<file path="src/rtl/adder_multicycle.sv">
// adder_multicycle: multi-cycle WIDTH-bit adder/subtractor, one CHUNK-bit slice per clock.
// Ports: clk, rst_n (async low); in_valid/in_ready, operand1, operand2, carry_in, subtract;
//        out_valid/out_ready, result, carry_out (sub: 1 = no borrow), overflow, zero.
module adder_multicycle #(
    parameter int WIDTH = 32,
    parameter int CHUNK = 8
) (
    input  logic             clk,
    input  logic             rst_n,
    input  logic             in_valid,
    output logic             in_ready,
    input  logic [WIDTH-1:0] operand1,
    input  logic [WIDTH-1:0] operand2,
    input  logic             carry_in,
    input  logic             subtract,
    output logic             out_valid,
    input  logic             out_ready,
    output logic [WIDTH-1:0] result,
    output logic             carry_out,
    output logic             overflow,
    output logic             zero
);

    localparam int N  = WIDTH / CHUNK;
    localparam int CW = (N > 1) ? $clog2(N) : 1;
    localparam logic [CW-1:0] LAST = CW'(N - 1);

    typedef enum logic [1:0] {IDLE, BUSY, DONE} state_t;

    state_t            state_q, state_d;
    logic [CW-1:0]     cnt_q, cnt_d;
    logic [WIDTH-1:0]  a_q, a_d;
    logic [WIDTH-1:0]  b_q, b_d;
    logic              carry_q, carry_d;
    logic [WIDTH-1:0]  result_q, result_d;
    logic              carry_out_q, carry_out_d;
    logic              overflow_q, overflow_d;
    logic              zero_q, zero_d;

    logic [CHUNK-1:0]  a_sl;
    logic [CHUNK-1:0]  b_sl;
    logic [CHUNK:0]    sum;
    logic              msb_cin;

    // The single shared slice adder.
    assign a_sl = a_q[int'(cnt_q)*CHUNK +: CHUNK];
    assign b_sl = b_q[int'(cnt_q)*CHUNK +: CHUNK];
    assign sum  = {1'b0, a_sl} + {1'b0, b_sl} + {{CHUNK{1'b0}}, carry_q};
    // Carry into the slice MSB recovered from the MSB sum bit.
    assign msb_cin = a_sl[CHUNK-1] ^ b_sl[CHUNK-1] ^ sum[CHUNK-1];

    always_comb begin
        state_d     = state_q;
        cnt_d       = cnt_q;
        a_d         = a_q;
        b_d         = b_q;
        carry_d     = carry_q;
        result_d    = result_q;
        carry_out_d = carry_out_q;
        overflow_d  = overflow_q;
        zero_d      = zero_q;
        unique case (state_q)
            IDLE: begin
                if (in_valid) begin
                    a_d     = operand1;
                    b_d     = subtract ? ~operand2 : operand2;
                    carry_d = carry_in ^ subtract;
                    cnt_d   = '0;
                    state_d = BUSY;
                end
            end
            BUSY: begin
                result_d[int'(cnt_q)*CHUNK +: CHUNK] = sum[CHUNK-1:0];
                carry_d = sum[CHUNK];
                cnt_d   = cnt_q + CW'(1);
                if (cnt_q == LAST) begin
                    cnt_d       = '0;
                    state_d     = DONE;
                    carry_out_d = sum[CHUNK];
                    overflow_d  = msb_cin ^ sum[CHUNK];
                    zero_d      = (result_d == '0);
                end
            end
            DONE: begin
                if (out_ready) begin
                    state_d = IDLE;
                end
            end
            default: state_d = IDLE;
        endcase
    end

    always_ff @(posedge clk or negedge rst_n) begin
        if (!rst_n) begin
            state_q     <= IDLE;
            cnt_q       <= '0;
            a_q         <= '0;
            b_q         <= '0;
            carry_q     <= 1'b0;
            result_q    <= '0;
            carry_out_q <= 1'b0;
            overflow_q  <= 1'b0;
            zero_q      <= 1'b0;
        end else begin
            state_q     <= state_d;
            cnt_q       <= cnt_d;
            a_q         <= a_d;
            b_q         <= b_d;
            carry_q     <= carry_d;
            result_q    <= result_d;
            carry_out_q <= carry_out_d;
            overflow_q  <= overflow_d;
            zero_q      <= zero_d;
        end
    end

    assign in_ready  = (state_q == IDLE);
    assign out_valid = (state_q == DONE);
    assign result    = result_q;
    assign carry_out = carry_out_q;
    assign overflow  = overflow_q;
    assign zero      = zero_q;

endmodule

</file>
<file path="config.mk">
export PLATFORM = sky130hd
export DESIGN_NAME = adder_multicycle
export DESIGN_NICKNAME = d
export VERILOG_FILES = /design/src/rtl/adder_multicycle.sv
export SDC_FILE = /design/constraint.sdc
export NUM_CORES = 1
export LEC_CHECK = 0
export BUFFER_PORTS_ARGS = -buffer_cell sky130_fd_sc_hd__buf_4
export CAP_MARGIN = 20
export CORE_MARGIN = 3
export CORE_UTILIZATION = 45
export CTS_CLUSTER_DIAMETER = 50
export CTS_CLUSTER_SIZE = 25
export DETAILED_ROUTE_END_ITERATION = 8
export HOLD_SLACK_MARGIN = 0.05
export PLACE_DENSITY = 0.75
export REMOVE_ABC_BUFFERS = 1
export SYNTH_ARGS = -nofsm -noshare
export SYNTH_HDL_FRONTEND = slang
export SYNTH_SLANG_ARGS = --single-unit
</file>
<file path="constraint.sdc">
create_clock -name clk -period 4.1 [get_ports clk]
set_clock_uncertainty 0.1 [all_clocks]
set_input_delay 0.82 -clock clk [delete_from_list [all_inputs] [get_ports clk]]
set_output_delay 0.82 -clock clk [all_outputs]
set_load 0.005 [all_outputs]
</file>
==> impl_metrics.yaml <==
outcome:
  outcome: "complete, no violations"
setup_path:
  cp-end-kind: "register"
  crit_type: "register to register"
  max_stage_delay_ps: 530
  reg2reg_depth: 9
  cp_max_fo: 11
  arrival_ps: 3530
  start_kind: "register"
  critPathSlowestCell: "mux4_2"
  r2r_start: "cnt_q[0]$_DFFE_PN0P_"
  crit_chain: "buf_4 -> mux4_2 -> fa_1 -> a211oi_4 -> nor2_1 -> xor2_1 -> or2b_2 -> o32a_1 -> o41ai_2"
  worst_ep_required_time_ps: 4240
  setup.worst_path.start: "cnt_q[0]$_DFFE_PN0P_"
global_routing:
  antenna_found_initial: 0
  overflow: 0
  grt_pass1_vias: 4044
  grt_pass1_wl_microns: 20200
  grt_max_degree: 101
  grt_usage: 0.199
synthesis:
  ys_warn_count: 0
  syn_inst: 510
  synth_area_sq_um: 5200
  ys_types: 47
  synthArstFlopShare: 1.00
  ys_seq_elements: 104
  syn_area_per_cell_sq_um: 10.2
  synth_top_area_share: 0.501
  synth.most_common_cell: "nand2_1"
  yosys.area.top_type: "dfrtp_1"
  synth_common_cells: "149 x nand2_1, 104 x dfrtp_1, 40 x o21ai_0"
  synth_area_leaders: "dfrtp_1 50%, nand2_1 11%, mux4_2 6.9%"
  ys_seq_area_frac: 0.501
  synth_edf_count: 0
  synth_flop_cell: "dfrtp_1"
power_and_ir_drop:
  powerDensity_nw_per_um2: 898
  p_total_mw: 5.79
  ir_drop_v: 0.000409
  power_leakage_nw: 3.10
route:
  wire_per_inst_microns: 16.2
  ant_nets: 0
  dr.pass1.iters: 5
  routed_wl_microns: 12200
  vias: 4053
  drt-initial-drc-count: 301
  post-route-drc-count: 0
  vias_per_cell: 5.37
cts:
  clock_sinks: 104
  post_cts_resized: 0
  clk_pin_slew_ps: 70
  insertion_delay_ps: 350
  cts_buffers: 9
  cts-root-buf: "clkbuf_16"
  hold_buffers: 0
  cts_setup_buffers: 0
  cts_buffer_depth: 2
  cts_tree: "done"
  cts_max_level: 3
sta:
  slew_headroom: 0.389
  period_share: 0.825
  setup_tns_ps: 0
  fin_crit_ps: 3380
  drv_slew: 0
  setup_viol: 0
  max_freq_mhz: 296
  rsz0062_at_grt: "no"
  finalHoldViolCount: 0
  tightest_slew_ps: 909
floorplan:
  placement_rows: 38
  fp.dieW_microns: 113
  core_sq_um: 11100
  die-area_sq_um: 12900
  die_h_microns: 113
  io_pins: 107
  initial_utilization: 0.469
place:
  port_buffers: 106
  dpl.hpwl_microns: 9050
  gp_congestion: 0.830
cells_and_area:
  final_nets: 695
  layout-drive-gt1-share: 0.259
  n_antenna_cell: 0
  area_growth_pct: 24.1
hold_path:
  hp-class: "input port to async pin"
flow_run:
  maxCapViolCount: 0
==> sequential cells by signal, indices dropped and copies added (netlist names) <==
name and flops:
overflow 1, carry_q 1, state_q 2, cnt_q 2, carry_out 1, zero 1
b_q 32, a_q 32, result 32
==> path summary, 6_finish.rpt <==
| path | end | slack, ps |
|---|---|---|
| min reg2reg | a_q[26]$_DFFE_PN0P_ | 380 |
| max | zero$_DFFE_PN0P_ | 720 |
| max reg2reg | zero$_DFFE_PN0P_ | 720 |
| min in group clk | a_q[26]$_DFFE_PN0P_ | 380 |
| max in group asynchronous | b_q[5]$_DFFE_PN0P_ | 2610 |
| min | result[30]$_DFFE_PN0P_ | 330 |
==> critical path, delay by kind of cell (launching register included) <==
| family | cells | cell delay, ps |
|---|---|---|
| compound gates | 3 | 950 |
| fa+ha+maj | 1 | 480 |
| flops | 1 | 390 |
| mux | 1 | 530 |
| buf+inv | 1 | 210 |
| simple gates | 2 | 410 |
| xor+xnor | 1 | 200 |
==> where the power goes <==
part           switching (mW)  internal (mW)  leakage [nW]
combinational            1.88           1.36          1.63
clock                   0.379          0.473         0.132
sequential              0.263           1.44          1.34
total                    2.52           3.27          3.10
==> layout make-up <==
| class | instances | area [sq um] |
|---|---|---|
| Clock buffer | 11 | 233 |
| Clock inverter | 5 | 57.6 |
| Fill cell | 967 | 4630 |
| Inverter | 11 | 41.3 |
| Multi-Input combinational cell | 369 | 2460 |
| Sequential cell | 104 | 2600 |
| Tap cell | 140 | 175 |
| Timing Repair Buffer | 115 | 883 |
==> stage by stage <==
step | hold WS, ps | area (sq um) | instances | utilization | worst slack (ps)
2_1_floorplan | 340 | 5100 | 484 | - | 341
3_3_place_gp | 354 | 6120 | 737 | 0.553 | 792
3_5_place_dp | 362 | 6140 | 738 | 0.554 | 698
4_1_cts | 379 | 6430 | 754 | 0.580 | 691
5_1_grt | 368 | 6450 | 755 | 0.582 | 547
6_report | 329 | 6450 | 755 | 0.582 | 716
==> logic make-up after synthesis <==
kind of cell,count (synthesis),share of synthesized area
adder cells (fa/ha/maj),15,0.0390
AND/OR/NAND/NOR,200,0.162
flip-flops,104,0.501
multiplexers,17,0.0712
XOR/XNOR,39,0.0671
buffers and inverters,37,0.0272
AO/OA/AOI/OAI,98,0.133
==> cell usage in the layout (no fill, tap or decap), types with 2 or more instances in the layout <==
cell type and instances:
a31oi_1 2, nand2b_1 5, nor4_1 7, xor2_1 2, nand2_1 148, clkinvlp_4 3, nor3_1 6, nand3b_1 2
clkbuf_16 9, ha_1 13, nand3_1 3, nor2_1 16, clkbuf_1 2, a22o_1 24, o32a_1 2, a22o_2 4
fa_1 2, buf_4 113, xnor2_1 36, o31ai_1 4, o21ai_0 40, a21oi_1 10, dfrtp_1 104, inv_1 11
mux4_2 16, nor2b_1 4
==> layer usage <==
metal  up-vias  track usage  wire length [microns]
met5         -            0                      0
met4         0       0.0569                    176
met3        18       0.0403                    679
met2       132        0.320                   5940
met1      1952        0.278                   5420
li1       1951            -                      -
No activity file was read; power rests on OpenSTA's default activity.
